--- config.mk ---
export PLATFORM = sky130hd
export DESIGN_NAME = pe_sqrt_sched
export DESIGN_NICKNAME = d
export VERILOG_FILES = /design/src/rtl/pe_sqrt_sched.sv
export SDC_FILE = /design/constraint.sdc
export NUM_CORES = 1
export LEC_CHECK = 0
export CAP_MARGIN = 10
export CORE_ASPECT_RATIO = 0.5
export CORE_MARGIN = 2
export CORE_UTILIZATION = 48
export CTS_CLUSTER_SIZE = 24
export DETAILED_ROUTE_END_ITERATION = 8
export PLACE_DENSITY = 0.79
export REMOVE_ABC_BUFFERS = 1
export SYNTH_ARGS = -nofsm -noshare
export SYNTH_HDL_FRONTEND = slang
export SYNTH_SLANG_ARGS = --single-unit
--- constraint.sdc ---
create_clock -name clk -period 6.01 [get_ports clk]
set_clock_uncertainty 0.2 [all_clocks]
set_input_delay 0.601 -clock clk [delete_from_list [all_inputs] [get_ports clk]]
set_output_delay 0.601 -clock clk [all_outputs]
set_load 0.005 [all_outputs]
--- src/rtl/pe_sqrt_sched.sv ---
// ---------------------------------------------------------------------------
// pe_sqrt_sched
//
// Issue/collect stage in front of the iterative float32 square-root core
// (squareroot_f32_approximation). Operands arrive on a valid/ready port and
// are buffered in a small circular FIFO. One operand at a time is popped,
// driven onto core_a, and the core is started by holding core_rst high for
// START_CYCLES cycles and then releasing it. When the core raises core_rdy
// its result is captured and held on the valid/ready result port until it
// is consumed. A watchdog aborts a core run that takes TIMEOUT WAIT cycles.
//
// Optional feature (macro PE_SQRT_SCHED_BYPASS_EN):
//   When defined, special operands (+-0, subnormals, negatives, +inf, NaN)
//   are resolved in IDLE and go straight to HOLD without starting the core.
//   When undefined, every operand is run through the core.
//
// Parameters:
//   FIFO_DEPTH   operand FIFO entries (power of two, >= 2)
//   START_CYCLES cycles core_rst is held high per launch (>= 1)
//   TIMEOUT      WAIT cycles before a run is aborted (>= 2)
//
// Ports:
//   clk        clock, rising edge
//   rst        asynchronous active-high reset
//   in_valid   operand valid
//   in_ready   operand accepted when in_valid & in_ready
//   in_a       float32 operand
//   core_a     operand to the core
//   core_rst   core reset; high = core idle or restarting
//   core_rdy   core result ready
//   core_sqrt  core result
//   out_valid  result valid
//   out_ready  result consumed when out_valid & out_ready
//   out_sqrt   float32 result
//   out_err    result came from a watchdog abort
//   busy       FSM not idle, or FIFO not empty
// ---------------------------------------------------------------------------
module pe_sqrt_sched #(
   parameter int FIFO_DEPTH   = 4,
   parameter int START_CYCLES = 1,
   parameter int TIMEOUT      = 1023
) (
   input  logic        clk,
   input  logic        rst,
   input  logic        in_valid,
   output logic        in_ready,
   input  logic [31:0] in_a,
   output logic [31:0] core_a,
   output logic        core_rst,
   input  logic        core_rdy,
   input  logic [31:0] core_sqrt,
   output logic        out_valid,
   input  logic        out_ready,
   output logic [31:0] out_sqrt,
   output logic        out_err,
   output logic        busy
);

   localparam int AW = $clog2(FIFO_DEPTH);
   // Counters only ever hold values up to (limit - 1).
   localparam int SW = (START_CYCLES > 1) ? $clog2(START_CYCLES) : 1;
   localparam int TW = $clog2(TIMEOUT);

   localparam logic [31:0] QNAN = 32'h7fc0_0000;

   typedef enum logic [1:0] {
      S_IDLE,
      S_LOAD,
      S_WAIT,
      S_HOLD
   } state_t;

   // ------------------------------------------------------------------
   // Operand FIFO
   // ------------------------------------------------------------------
   logic [31:0] mem_q [FIFO_DEPTH];
   // Pointers carry one extra wrap bit so full and empty are distinguishable.
   logic [AW:0] wr_ptr_q, wr_ptr_d;
   logic [AW:0] rd_ptr_q, rd_ptr_d;
   logic        fifo_full;
   logic        fifo_empty;
   logic [31:0] fifo_head;
   logic        push;
   logic        pop;

   assign fifo_empty = (wr_ptr_q == rd_ptr_q);
   assign fifo_full  = (wr_ptr_q[AW] != rd_ptr_q[AW]) &&
                       (wr_ptr_q[AW-1:0] == rd_ptr_q[AW-1:0]);
   assign fifo_head  = mem_q[rd_ptr_q[AW-1:0]];

   // in_ready is held low during reset so nothing is accepted while the
   // FIFO is being flushed.
   assign in_ready = !rst && !fifo_full;
   assign push     = in_valid && in_ready;

   assign wr_ptr_d = push ? (wr_ptr_q + 1'b1) : wr_ptr_q;
   assign rd_ptr_d = pop  ? (rd_ptr_q + 1'b1) : rd_ptr_q;

   always_ff @(posedge clk or posedge rst) begin
      if (rst) begin
         wr_ptr_q <= '0;
         rd_ptr_q <= '0;
      end else begin
         wr_ptr_q <= wr_ptr_d;
         rd_ptr_q <= rd_ptr_d;
      end
   end

   // Storage carries no reset; entries are only read once written.
   always_ff @(posedge clk) begin
      if (push) begin
         mem_q[wr_ptr_q[AW-1:0]] <= in_a;
      end
   end

   // ------------------------------------------------------------------
   // Special-operand classification of the FIFO head
   // ------------------------------------------------------------------
   logic        byp_hit;
   logic [31:0] byp_val;

`ifdef PE_SQRT_SCHED_BYPASS_EN
   always_comb begin
      byp_hit = 1'b1;
      byp_val = 32'h0000_0000;
      if (fifo_head[30:23] == 8'h00) begin
         // +-0 and subnormals flush to a zero of the same sign.
         byp_val = {fifo_head[31], 31'h0};
      end else if (fifo_head[30:23] == 8'hff && fifo_head[22:0] != 23'h0) begin
         // NaN of either sign propagates, quieted.
         byp_val = fifo_head | 32'h0040_0000;
      end else if (fifo_head[31]) begin
         // Negative normals and -inf have no real root.
         byp_val = QNAN;
      end else if (fifo_head[30:23] == 8'hff) begin
         byp_val = 32'h7f80_0000;
      end else begin
         byp_hit = 1'b0;
      end
   end
`else
   assign byp_hit = 1'b0;
   assign byp_val = 32'h0000_0000;
`endif

   // ------------------------------------------------------------------
   // Launch / collect FSM
   // ------------------------------------------------------------------
   state_t        state_q, state_d;
   logic [31:0]   core_a_q, core_a_d;
   logic          core_rst_q, core_rst_d;
   logic          out_valid_q, out_valid_d;
   logic [31:0]   out_sqrt_q, out_sqrt_d;
   logic          out_err_q, out_err_d;
   logic [SW-1:0] load_cnt_q, load_cnt_d;
   logic [TW-1:0] wd_cnt_q, wd_cnt_d;

   always_ff @(posedge clk or posedge rst) begin
      if (rst) begin
         state_q     <= S_IDLE;
         core_a_q    <= 32'h0;
         core_rst_q  <= 1'b1;
         out_valid_q <= 1'b0;
         out_sqrt_q  <= 32'h0;
         out_err_q   <= 1'b0;
         load_cnt_q  <= '0;
         wd_cnt_q    <= '0;
      end else begin
         state_q     <= state_d;
         core_a_q    <= core_a_d;
         core_rst_q  <= core_rst_d;
         out_valid_q <= out_valid_d;
         out_sqrt_q  <= out_sqrt_d;
         out_err_q   <= out_err_d;
         load_cnt_q  <= load_cnt_d;
         wd_cnt_q    <= wd_cnt_d;
      end
   end

   always_comb begin
      state_d     = state_q;
      core_a_d    = core_a_q;
      out_valid_d = out_valid_q;
      out_sqrt_d  = out_sqrt_q;
      out_err_d   = out_err_q;
      load_cnt_d  = load_cnt_q;
      wd_cnt_d    = wd_cnt_q;
      pop         = 1'b0;

      unique case (state_q)
         S_IDLE: begin
            if (!fifo_empty) begin
               pop      = 1'b1;
               core_a_d = fifo_head;
               if (byp_hit) begin
                  out_sqrt_d  = byp_val;
                  out_err_d   = 1'b0;
                  out_valid_d = 1'b1;
                  state_d     = S_HOLD;
               end else begin
                  load_cnt_d = '0;
                  state_d    = S_LOAD;
               end
            end
         end

         S_LOAD: begin
            // core_rdy is deliberately ignored while the core is restarting.
            if (load_cnt_q == SW'(START_CYCLES - 1)) begin
               wd_cnt_d = '0;
               state_d  = S_WAIT;
            end else begin
               load_cnt_d = load_cnt_q + 1'b1;
            end
         end

         S_WAIT: begin
            // A ready core takes priority over an expiring watchdog.
            if (core_rdy) begin
               out_sqrt_d  = core_sqrt;
               out_err_d   = 1'b0;
               out_valid_d = 1'b1;
               state_d     = S_HOLD;
            end else if (wd_cnt_q == TW'(TIMEOUT - 1)) begin
               out_sqrt_d  = QNAN;
               out_err_d   = 1'b1;
               out_valid_d = 1'b1;
               state_d     = S_HOLD;
            end else begin
               wd_cnt_d = wd_cnt_q + 1'b1;
            end
         end

         S_HOLD: begin
            // Returning through IDLE guarantees at least one idle cycle
            // between consecutive results.
            if (out_ready) begin
               out_valid_d = 1'b0;
               state_d     = S_IDLE;
            end
         end

         default: begin
            state_d = S_IDLE;
         end
      endcase

      // The core runs only while in WAIT; registering this keeps core_rst
      // glitch-free and aligned with the state change.
      core_rst_d = (state_d != S_WAIT);
   end

   assign core_a    = core_a_q;
   assign core_rst  = core_rst_q;
   assign out_valid = out_valid_q;
   assign out_sqrt  = out_sqrt_q;
   assign out_err   = out_err_q;
   assign busy      = (state_q != S_IDLE) || !fifo_empty;

endmodule

-- Yosys cells after proc, flatten, opt, wreduce, memory -nomap -nowiden
Memory sizes are Yosys's and may differ from the RTL's. A register that Yosys moved wholly into a read port is not among the register bits.
Index checks and enable logic that the tools add are counted.
- add/subtract/negate cells: 4
- equal/unequal tests: 14
- mux-type cells: 24
- bitwise operators: 1
- reduce and logical (&&, ||, !) cells: 18
- operators by type and width (operator ; number):
    32-bit 2-to-1 mux ; 2
    10-bit 2-to-1 mux ; 3
    10-bit one-hot mux with 2 select lines ; 1
    2-bit inequality test (second input constant) ; 6
    10-bit by 1-bit adder with 10-bit output (second input constant) ; 1
    10-bit equality test (second input constant) ; 1
    1-bit 2-to-1 mux ; 10
    2-bit 2-to-1 mux ; 5
    2-bit nonzero test ; 5
    2-bit one-hot mux with 4 select lines ; 1
    3-bit by 1-bit adder with 3-bit output (second input constant) ; 2
    2-bit AND reduction ; 3
    2-bit equality test (second input constant) ; 2
    1-bit one-hot mux with 2 select lines ; 2
    4-bit AND reduction ; 1
    3-bit equality test ; 1
    1-bit logical AND ; 3
    1-bit logical NOT ; 3
    3-bit inequality test (second input constant) ; 1
    3-bit AND reduction ; 1
    2-bit by 1-bit equality test with 1-bit output (second input constant) ; 1
    2-bit equality test ; 1
    2-bit logical NOT ; 1
    1-bit adder (second input constant) ; 1
    3 further kinds ; 3
- register bits after elaboration: 54
- memory bits (writable): 128
- word-level logic and storage cells: 71
- memories: 1
- memory list (name ; words ; width ; rd ports ; clocked after Yosys merged registers in ; wr ports ; line ; RTL):
    mem_q ; 4 ; 32 ; 1 ; 1 ; 1 ; 76 ; logic [31:0] mem_q [FIFO_DEPTH];

-- Logic depth before layout (Yosys ltp)
- depth after elaboration: 7
- mapped depth: 7
- depth with buffers taken out: 6

-- Worst setup path after synthesis
OpenSTA, ideal clock, no wires.
- path type: reg2reg
- start point: register rd_ptr_q[0]
- end point: memory mem_q[3][0], enable pin
- data arrival time: 2021 ps
- required time: 5416 ps
- slack: 3396 ps
- stages on the path, launching flop included: 5
- path buffers: 1
- path through: dfrtp_1 > buf_4 > xnor2_2 > a311oi_2 > and2_1
- longest elaborated chain between the ends: 7
- RTL lines (what ; line ; RTL):
    from (decl) ; 79 ; logic [AW:0] rd_ptr_q, rd_ptr_d;
    from (signal assigned) ; 105 ; rd_ptr_q <= rd_ptr_d;
    2-bit equality test ; 88 ; (wr_ptr_q[AW-1:0] == rd_ptr_q[AW-1:0]);
    1-bit logical AND ; 87 ; assign fifo_full = (wr_ptr_q[AW] != rd_ptr_q[AW]) &&
    1-bit logical NOT ; 93 ; assign in_ready = !rst && !fifo_full;
    1-bit logical AND ; 93 ;
    1-bit logical AND ; 94 ; assign push = in_valid && in_ready;
    1-bit 2-to-1 mux ; 111 ; if (push) begin
    1-bit 2-to-1 mux (not written as such) ; 112 ; mem_q[wr_ptr_q[AW-1:0]] <= in_a;
    to (decl) ; 76 ;
No other way between the ends.

-- Final worst setup path
- start point: register rd_ptr_q[1]
- end point: output in_ready
- longest elaborated chain between the ends: 4
- RTL lines (what ; line ; RTL):
    2-bit equality test ; 88 ;
    1-bit logical AND ; 87 ;
    1-bit logical NOT ; 93 ;
    1-bit logical AND ; 93 ;
    to (decl) ; 46 ; output logic in_ready,
No other way between the ends.

==> flow_summary.yaml <==
status:
  outcome: "finished clean"
clock_network:
  clockRootBuffer: "clkbuf_16"
  clk_path_buf_depth: 3
  cts_hold_buf: 0
  cts_setup_buffers: 0
  path_clk_slew_ns: 0.07
  numCtsBuffers: 20
  clkSinkCount: 213
  clock_latency_ns: 0.49
  post_cts_resized: 0
  h-tree-depth: 1
  cts_tree: "yes"
die:
  dieHeight_um: 96.3
  die_w_um: 189
  dieArea_mm2: 0.0182
  start_util_pct: 49.5
  core-area_mm2: 0.0165
  rows: 33
  top_level_ports: 138
hold_path:
  worst_hold_path.endpoint: "core_a[31]"
  whs_path_depth: 1
  hold_start: "core_a[31]"
  hp-class: "reg2reg"
detailed_routing:
  first_pass_iters: 5
  vias: 4317
  drt-vias-per-instance: 5.36
  drtIter0Drc: 306
  drc: 0
  ant_nets: 0
  wl_per_cell_um: 18.9
  finalWirelength_um: 15200
setup_path:
  worst_setup_path_end_kind: "primary output"
  r2r-start: "rd_ptr_q[1]"
  max_stage_delay_ns: 0.96
  required_ns: 5.21
  r2r_end: "mem_q[0][26]"
  arrival_ns: 2.44
  cp_slowest_cell: "dfrtp_2"
  crit_chain: "xnor2_2, a31oi_1, clkdlybuf4s50_1"
  cp_max_fo: 35
  reg2reg_depth: 3
  rrSetupSlack_ns: 2.87
  crit_type: "reg2out"
  start_kind: "register"
synth:
  synth_area_leaders: "edfxtp_1 47%, dfrtp_1 26%, mux4_2 8.5%"
  synth.largest_area_cell: "edfxtp_1"
  netlist_instances: 422
  ys_ff_latch: 213
  avgSynthCellArea_um2: 19.4
  ys_top_cells_by_count: "128 x edfxtp_1, 84 x dfrtp_1, 31 x mux4_2"
  synth_top_area_share_pct: 47.0
  synth_most_common_cell: "edfxtp_1"
  synth_area_mm2: 0.00818
  synth_flop_cell: "edfxtp_1"
  ys_seq_area_share_pct: 73.0
  synth_edf_count: 128
  yosysWarnings: 0
  async_reset_ff_share_pct: 39.9
  synth_cell_types: 45
finish:
  layout.nets: 640
  final_util_pct: 63.1
  drive_above_1_share_pct: 18.3
  diodes: 0
  synthToLayoutAreaGrowth_pct: 27.4
timing:
  fmax_mhz: 309
  slew-limit-headroom_pct: 28.2
  period_needed_ns: 3.24
  fin_crit_sh_pct: 53.9
  hold_viol: 0
  maxSlewViolCount: 0
  rsz0062_at_grt: "false"
  tns_ns: 0
  worst_pin_slew_ns: 1.08
  setup_viol: 0
pwr:
  max-vdd-ir-drop_mv: 0.252
  finalPower_uw: 5020
  p_per_area_mw_per_mm2: 482
  p_leak_uw: 0.00383
global_routing:
  grt_max_degree: 86
  grt_pass1_wl_um: 24200
  gr-usage-all-layers_pct: 17.2
  grt.overflow.total: 0
  grt_pass1_vias: 4496
  antenna_found_initial: 0
place:
  gp_congestion: 0.781
  port_buffers: 137
  hpwl_um: 9200
run:
  max-cap-violations: 0
[through the flow]
step | setup WS (ns) | cell area, um2 | std cells | hold slack, ns
after floorplan | 1.98 | 8070 | 402 | 0.270
after global placement | 2.59 | 9750 | 768 | 0.268
after detailed placement | 2.50 | 9750 | 768 | 0.275
after CTS | 2.48 | 10400 | 804 | 0.290
after global routing | 2.62 | 10400 | 805 | 0.311
final | 2.77 | 10400 | 805 | 0.287
[where the power goes]
group          internal (uW)  total (uW)  switching (uW)  leakage, uW
Clock                    717        1250             528     0.000316
Combinational            990        1590             604      0.00133
Sequential              1930        2180             251      0.00219
Total                   3640        5020            1380      0.00383
[worst max-delay path by stage]
stage / startpoint / to / slack, ns
2_1_floorplan: rd_ptr_q[0] / core_a[21] / 1.98
3_3_place_gp: rd_ptr_q[1] / core_a[24] / 2.59
3_5_place_dp: rd_ptr_q[1] / core_a[24] / 2.50
4_1_cts: rd_ptr_q[1] / core_a[24] / 2.48
5_1_grt: rd_ptr_q[0] / mem_q[0][1] / 2.62
6_report: rd_ptr_q[1] / in_ready / 2.77
[critical path, delay by kind of cell (launching register included)]
family / cells / cell delay, ns
AOI/OAI and AO/OA: 1 / 0.22
xor gates and xnor gates: 1 / 0.24
buffers and inverters: 1 / 0.53
DFF: 1 / 0.96
[cell type report]
class	count	area (um2)
clock inverter	12	128
fill	1149	6100
inverter	10	40.0
sequential	213	5970
multi-input combinational	179	2060
tap	227	284
timing repair buffer	140	1400
clock buffer	24	526
[cell families after synthesis]
| logic type | after synthesis | synth area share (%) |
|---|---|---|
| buffers and inverters | 30 | 1.84 |
| AND/OR/NAND/NOR | 40 | 2.51 |
| AO/OA/AOI/OAI | 55 | 5.71 |
| XOR/XNOR | 8 | 1.04 |
| adder cells (fa/ha/maj) | 7 | 1.07 |
| multiplexers | 69 | 14.8 |
| flip-flops | 213 | 73.0 |
[registers in the layout, summed over array words and instances, names as in the netlist]
signal / flops
mem_q: 128
out_err: 1
core_rst: 1
core_a: 32
rd_ptr_q: 3
wd_cnt_q: 10
wr_ptr_q: 3
out_sqrt: 32
state_q: 2
out_valid: 1
[routing by layer]
metal / track usage [%] / vias up / routed length, um
met3: 3.57 / 18 / 760
met5: 0 / - / 0
met4: 4.10 / 0 / 218
li1: - / 1949 / -
met2: 29.4 / 112 / 7370
met1: 23.1 / 2238 / 6860
[placed cells by master, fill, tap and decap left out, types with 3 or more instances in the layout]
master and n:
mux4_2 31, mux2_1 7, clkdlybuf4s50_1 137, nand2_1 15, xor2_1 3, nor3_1 3
a22o_1 23, edfxtp_1 128, o31ai_1 4, a21oi_1 4, xnor2_1 3, dfrtp_1 82
clkbuf_1 3, mux2i_1 4, nand4_1 3, and2_2 4, clkbuf_16 20, mux2_2 6
clkinv_2 4, o22a_1 9, inv_1 9, ha_1 7, mux2_4 20, o21ai_0 3
nor2_1 5
Note: power is estimated with default switching activity, not from simulation.
